$ cat src/rtl/gate_box_pkg.sv
// Shared constants and types for gate_box: width limit and the registered result bundle.
package gate_box_pkg;

  localparam int GATE_BOX_MAX_WIDTH = 64;

  typedef struct packed {
    logic [GATE_BOX_MAX_WIDTH-1:0] nd;
    logic [GATE_BOX_MAX_WIDTH-1:0] r;
    logic [GATE_BOX_MAX_WIDTH-1:0] nnd;
    logic [GATE_BOX_MAX_WIDTH-1:0] nr;
    logic [GATE_BOX_MAX_WIDTH-1:0] xr;
    logic [GATE_BOX_MAX_WIDTH-1:0] nxr;
  } gate_res_t;

endpackage

$ cat src/rtl/gate_box_lane.sv
// One-bit combinational slice of gate_box: all six two-input gate functions of a and b.
module gate_box_lane (
  input  logic a,
  input  logic b,
  output logic nd,
  output logic r,
  output logic nnd,
  output logic nr,
  output logic xr,
  output logic nxr
);

  assign nd  = a & b;
  assign r   = a | b;
  assign nnd = ~(a & b);
  assign nr  = ~(a | b);
  assign xr  = a ^ b;
  assign nxr = ~(a ^ b);

endmodule

$ cat src/rtl/gate_box.sv
// Registered bitwise logic unit (AND/OR/NAND/NOR/XOR/XNOR), one-cycle latency with valid strobe.
// Define GATE_BOX_REDUCE_EN to add registered reduction outputs red_nd, red_r, red_xr.
module gate_box
  import gate_box_pkg::*;
#(
  parameter int WIDTH = 1
) (
  input  logic             clk,
  input  logic             rst,
  input  logic             in_valid,
  input  logic [WIDTH-1:0] a,
  input  logic [WIDTH-1:0] b,
  output logic             out_valid,
  output logic [WIDTH-1:0] nd,
  output logic [WIDTH-1:0] r,
  output logic [WIDTH-1:0] nnd,
  output logic [WIDTH-1:0] nr,
  output logic [WIDTH-1:0] xr,
  output logic [WIDTH-1:0] nxr
`ifdef GATE_BOX_REDUCE_EN
  ,
  output logic             red_nd,
  output logic             red_r,
  output logic             red_xr
`endif
);

  logic [WIDTH-1:0] lane_nd, lane_r, lane_nnd, lane_nr, lane_xr, lane_nxr;
  gate_res_t        res_d;
  gate_res_t        res_q;
  logic             valid_q;

  for (genvar i = 0; i < WIDTH; i++) begin : g_lane
    gate_box_lane u_lane (
      .a   (a[i]),
      .b   (b[i]),
      .nd  (lane_nd[i]),
      .r   (lane_r[i]),
      .nnd (lane_nnd[i]),
      .nr  (lane_nr[i]),
      .xr  (lane_xr[i]),
      .nxr (lane_nxr[i])
    );
  end

  // Bits above WIDTH stay zero so the fixed-width bundle is well defined.
  always_comb begin
    res_d = '0;
    res_d.nd[WIDTH-1:0]  = lane_nd;
    res_d.r[WIDTH-1:0]   = lane_r;
    res_d.nnd[WIDTH-1:0] = lane_nnd;
    res_d.nr[WIDTH-1:0]  = lane_nr;
    res_d.xr[WIDTH-1:0]  = lane_xr;
    res_d.nxr[WIDTH-1:0] = lane_nxr;
  end

  always_ff @(posedge clk) begin
    if (rst) begin
      res_q   <= '0;
      valid_q <= 1'b0;
    end else begin
      valid_q <= in_valid;
      if (in_valid) begin
        res_q <= res_d;
      end
    end
  end

  assign out_valid = valid_q;
  assign nd        = res_q.nd[WIDTH-1:0];
  assign r         = res_q.r[WIDTH-1:0];
  assign nnd       = res_q.nnd[WIDTH-1:0];
  assign nr        = res_q.nr[WIDTH-1:0];
  assign xr        = res_q.xr[WIDTH-1:0];
  assign nxr       = res_q.nxr[WIDTH-1:0];

  // Upper bundle bits are constant zero and intentionally not brought out.
  logic unused_hi;
  assign unused_hi = ^res_q;

`ifdef GATE_BOX_REDUCE_EN
  logic red_nd_q, red_r_q, red_xr_q;

  always_ff @(posedge clk) begin
    if (rst) begin
      red_nd_q <= 1'b0;
      red_r_q  <= 1'b0;
      red_xr_q <= 1'b0;
    end else if (in_valid) begin
      red_nd_q <= &lane_nd;
      red_r_q  <= |lane_r;
      red_xr_q <= ^lane_xr;
    end
  end

  assign red_nd = red_nd_q;
  assign red_r  = red_r_q;
  assign red_xr = red_xr_q;
`endif

endmodule

$ cat config.mk
export PLATFORM = sky130hd
export DESIGN_NAME = gate_box
export DESIGN_NICKNAME = d
export VERILOG_FILES = /design/src/rtl/gate_box_pkg.sv /design/src/rtl/gate_box_lane.sv /design/src/rtl/gate_box.sv
export SDC_FILE = /design/constraint.sdc
export NUM_CORES = 1
export LEC_CHECK = 0
export ABC_AREA = 1
export CAP_MARGIN = 40
export CORE_AREA = 10 10 47 49
export CTS_CLUSTER_SIZE = 10
export DETAILED_ROUTE_END_ITERATION = 6
export DIE_AREA = 0 0 57 59
export PLACE_DENSITY_LB_ADDON = 0.25
export RECOVER_POWER = 25
export REMOVE_ABC_BUFFERS = 1
export SYNTH_ARGS = -nofsm -noshare
export SYNTH_HDL_FRONTEND = slang
export SYNTH_SLANG_ARGS = --single-unit
$ cat constraint.sdc
create_clock -name clk -period 0.8 [get_ports clk]
set_input_delay 0.16 -clock clk [delete_from_list [all_inputs] [get_ports clk]]
set_output_delay 0.16 -clock clk [all_outputs]
set_load 0.01 [all_outputs]
==> results of run 1 <==
[area by class of cell]
cell class | count | area (µm²)
inverter | 4 | 20.0
timing repair buffer | 19 | 206
sequential | 7 | 148
multi-input combinational | 25 | 159
tap | 16 | 20.0
clock buffer | 4 | 26.3
fill | 154 | 822
[through the flow]
stage	hold WS, ps	instances	power (mW)
CTS	469	75	0.932
floorplan	222	36	0.458
detailed placement	467	70	0.583
finish	473	75	0.912
global placement	460	70	0.582
global route	477	75	0.987
[report_power, final]
| group | internal [mW] | total [mW] | switching [mW] |
|---|---|---|---|
| Clock | 0.190 | 0.310 | 0.121 |
| Sequential | 0.378 | 0.393 | 0.0151 |
| Combinational | 0.128 | 0.209 | 0.0809 |
[layout by cell type (no fill, tap or decap), types with 2 or more instances in the layout]
cell           count
buf_4              6
buf_6              6
clkbuf_4           3
dfxtp_2            6
dlygate4sd2_1      3
ha_1               3
inv_2              2
nand2_1            5
nor2_1            11
o21ai_1            2
[repair_timing]
action / CTS / global route
setup endpoints to repair: 13 / 7
cloned: 1 / 0
hold buffers: 0 / 0
gates resized for setup: 46 / 0
[registers in the layout, summed over array words and instances, names as in the netlist]
name	cells
out_valid	1
xr	1
nr	1
nd	1
nnd	1
r	1
nxr	1
[worst max path at each step]
stage | to | slack (ps) | cells after the start | start
2_1_floorplan | nxr | 50 | 5 | a
3_3_place_gp | nxr | -470 | 6 | a
3_5_place_dp | nxr | -470 | 6 | a
4_1_cts | nr | -50 | 1 | nr
5_1_grt | nr | -90 | 1 | nr
6_report | nr | -40 | 1 | nr
[metal layers]
metal  track usage  part of all wire  up-vias
met4        0.0705             0.035        0
met5             0                 0        -
li1              -                 -      159
met2        0.0651              0.51        7
met3        0.0193             0.064        2
met1        0.0450              0.39      122
[cells by family after synthesis]
logic type / synth area share
adders and majority gates: 0.157
AOI/OAI and AO/OA: 0.0591
and+or+nand+nor: 0.244
buffers and inverters: 0.0984
DFF: 0.441
==> flow_summary.ini, run 1 <==
[drt]
vias = 290
postRouteAntennaNets = 0
firstDrtPassIters = 2
drtIter0Drc = 1
wl_per_cell_um = 9.16
drt-total-wl_um = 687
drc_errors = 0
via_per_inst = 3.87

[sta]
timing.fmax_mhz = 1190
setup_viol = 9
worstMarginPinSlew_ps = 161
maxSlewViolCount = 0
finalClockSkew_ps = 0
setup_slack_ps = -40.1
tns_ps = -280
final-hold-violation-count = 0
post-route-period-util = 1.05
grt_setup_unrepaired = true
relSlewSlack = 0.893
period_needed_ps = 840

[synthesis]
syn_area_um2 = 318
ys_top_cells_by_area = dfxtp_1 44%, ha_1 16%, nor2_1 13%, nand2_1 5.9%, buf_6 3.5%
syn_area_per_cell_um2 = 8.59
ys_warn_count = 0
synth.most_common_cell = nor2_1
synth_cell_types = 11
synth.cells.most_frequent = 11 x nor2_1, 7 x dfxtp_1, 5 x nand2_1
yosysSeqAreaShare = 0.441
async_reset_ff_frac = 0
synth-seq-cells = 7
synth_edf_count = 0
synth_top_cell_area_share = 0.441
synth_top_area_cell = dfxtp_1
synth-main-ff-cell = dfxtp_1
synth_cells = 37

[cells_and_area]
postLayoutCoreUtil = 0.413
antenna_cells = 0
final_area_um2 = 579
layout-drive-gt1-share = 0.525
area_delta_synth_final_pct = 82.3
nets = 69

[critical_path]
crit_type = reg -> out
crit_fanout = 2
r2r_setup_slack_ps = 150
crit_chain = buf_6
cp-end-kind = output pin
cp-start-kind = register
critical-path-top-delay-family = flip-flops
path_buf_inv = 1
timing.rr.end = xr
rr_worst_depth = 3
cpPeakStageDelay_ps = 320
cp_data_required_time_ps = 640
arrival_ps = 680
cp_slowest_cell = dfxtp_2
r2r_start = xr

[clocking]
root_buffer = clkbuf_4
htreeDepth = 1
cts_tree = yes
postCtsSetupRepairBufs = 0
cts_buffer_depth = 2
clk_pin_slew_ps = 50
numCtsBuffers = 3
cts_num_sinks = 7
clkLatencyLatePin_ps = 240

[die]
dieWidth_um = 57
dieArea_um2 = 3360
start_util = 0.227
core.rowCount = 14
io_pins = 12
core_area_um2 = 1400
die_y_um = 59

[worst_hold_path]
hold_depth = 4
hp-start = in_valid
min_to = out_valid
hold_path_class = in -> reg

[global_routing]
track_usage = 0.0475
grt_overflow_total = 0
grt_pass1_vias = 292
antenna_found_initial = 0
grt_pass1_wl_um = 1190
grt_max_degree = 6

[status]
status = finished, violations left
violations = negative setup slack

[power_and_ir_drop]
power.leakage_nw = 0.292
p_per_area_nw_per_um2 = 1580
irDropWorstVdd_mv = 0.567

[placement]
post-place-ws_ps = -475
dpl.hpwl_um = 544
io_buffers = 11
dpl_cell_area_um2 = 502
place.gp.congestion = 0.670

[flow_run]
drv_cap = 0
No activity file was read; power rests on OpenSTA's default activity.
==> run 2: changes to the inputs <==
--- a/config.mk
+++ b/config.mk
@@ -7,6 +7,8 @@
 export LEC_CHECK = 0
 export ABC_AREA = 1
 export CAP_MARGIN = 40
+export CELL_PAD_IN_SITES_DETAIL_PLACEMENT = 1
+export CELL_PAD_IN_SITES_GLOBAL_PLACEMENT = 1
 export CORE_AREA = 10 10 47 49
 export CTS_CLUSTER_SIZE = 10
 export DETAILED_ROUTE_END_ITERATION = 6
==> run 2 against run 1 <==
Net effect: via count grew 2.8%; flip-flop and latch count did not move; total power rose by 1.9%; largest power group unchanged; critical path depth did not move; the run still ends with negative setup slack left.
==> flow_summary.ini, run 2 (synthesis gave the netlist of run 1 again) <==
[status]
status = finished, violations left
violations = negative setup slack

[die]
core_area_um2 = 1400
die_y_um = 59
dieWidth_um = 57
core.rowCount = 14
io_pins = 12
start_util = 0.227
dieArea_um2 = 3360

[critical_path]
cp_data_required_time_ps = 640
arrival_ps = 680
crit_type = reg -> out
path_buf_inv = 1
crit_fanout = 2
cp-start-kind = register
cp-end-kind = output pin
cp_slowest_cell = dfxtp_2
crit_chain = buf_6
r2r_start = xr
cpPeakStageDelay_ps = 320
critical-path-top-delay-family = flip-flops
crit_start = nr

[placement]
place_inst = 70
io_buffers = 11
place.gp.congestion = 0.628
dpl.hpwl_um = 658

[global_routing]
antenna_found_initial = 0
track_usage = 0.0567
grt_pass1_vias = 348
grt_pass1_wl_um = 1510
grt_overflow_total = 0
grt_max_degree = 6

[power_and_ir_drop]
seqPwrFrac = 0.422
irDropWorstVdd_mv = 0.681
pwr-share-comb = 0.234
clkPwrFrac = 0.344
power.leakage_nw = 0.288
p_switching_mw = 0.231
p_int_mw = 0.699
p_per_area_nw_per_um2 = 1590
switching_share = 0.248
p_total_mw = 0.930

[sta]
post-route-period-util = 1.05
tns_ps = -244
timing.fmax_mhz = 1190
final-hold-violation-count = 0
relSlewSlack = 0.899
hold_slack_ps = 463
finalClockSkew_ps = 0
worstMarginPinSlew_ps = 152
setup_slack_ps = -41.5
period_needed_ps = 841
setup_viol = 8
grt_setup_unrepaired = true
maxSlewViolCount = 0

[drt]
drt-total-wl_um = 832
postRouteAntennaNets = 0
drtIter0Drc = 0
drc_errors = 0
via_per_inst = 3.97
firstDrtPassIters = 1
vias = 298
wl_per_cell_um = 11.1

[cells_and_area]
fillCellCount = 176
most-common-layout-cells = 11 x nor2_1, 6 x dfxtp_2, 6 x buf_6, 6 x buf_4, 5 x nand2_1
final_common_cell = nor2_1
layout-drive-gt1-share = 0.559
final_cells = 75
antenna_cells = 0
nets = 69
area_delta_synth_final_pct = 83.5

[clocking]
cts_buffer_depth = 2
htreeDepth = 1
clkLatencyLatePin_ps = 240
numCtsBuffers = 3
cts_num_sinks = 7
hold_buffers = 0
clk_pin_slew_ps = 60
root_buffer = clkbuf_4
cts_tree = yes

[flow_run]
drv_cap = 0

[worst_hold_path]
hp-start = nnd
hold_path_class = reg -> reg
-- run 2: per-layer routing --
layer | up-vias | share of wire | track usage
met2 | 8 | 0.51 | 0.0930
li1 | 155 | - | -
met3 | 0 | 0.090 | 0.0343
met4 | 0 | 0 | 0.0201
met1 | 135 | 0.40 | 0.0584
met5 | - | 0 | 0
-- run 2: timing repair --
item                                   CTS  global route
buffers inserted                         0             0
cloned                                   1             0
gates resized for setup                 46             3
setup endpoints to repair               13            10
endpoints found under the hold margin    0             0
pin swaps                                0             3
-- run 2: layout make-up --
type | count | area [µm²] | area share
multi-input cells | 25 | 161 | 0.277
clock buffers | 4 | 26.3 | 0.0451
well taps | 16 | 20.0 | 0.0343
inverters | 4 | 20.0 | 0.0343
flip-flops and latches | 7 | 148 | 0.253
repair buffers | 19 | 208 | 0.356
-- run 2: power by group through the flow --
stage / clock, mW / sequential (mW) / combinational (mW)
finish: 0.320 / 0.393 / 0.217
detailed placement: 0 / 0.392 / 0.197
global placement: 0 / 0.391 / 0.191
global route: 0.357 / 0.397 / 0.241
floorplan: 0 / 0.404 / 0.0540
CTS: 0.334 / 0.393 / 0.222
-- run 2: worst reg2reg max path, cell delays in order, from the launching register on --
cell and delay, ps:
dfxtp_2 320, buf_4 120, nand2_2 60, a21oi_2 50
-- run 2: final timing paths --
path / endpoint / slack [ps] / depth (start not counted)
max: nr / -40 / 1
min: nnd / 460 / 2
max reg2reg: xr / 150 / 3
min reg2reg: nnd / 460 / 2
-- run 2: per-stage QoR --
stage | instance area, µm² | setup slack, ps | utilization
global placement | 502 | -472 | 0.358
global route | 583 | -78.8 | 0.416
finish | 583 | -41.5 | 0.416
CTS | 579 | -51.5 | 0.413
floorplan | 307 | 47.4 | -
detailed placement | 502 | -534 | 0.358
==> run 3: changes to the inputs <==
--- a/config.mk
+++ b/config.mk
@@ -16,6 +16,7 @@
 export PLACE_DENSITY_LB_ADDON = 0.25
 export RECOVER_POWER = 25
 export REMOVE_ABC_BUFFERS = 1
+export SLEW_MARGIN = 20
 export SYNTH_ARGS = -nofsm -noshare
 export SYNTH_HDL_FRONTEND = slang
 export SYNTH_SLANG_ARGS = --single-unit
==> results of run 3 <==
No change in the layout: final DEF, timing and power equal those of run 2.
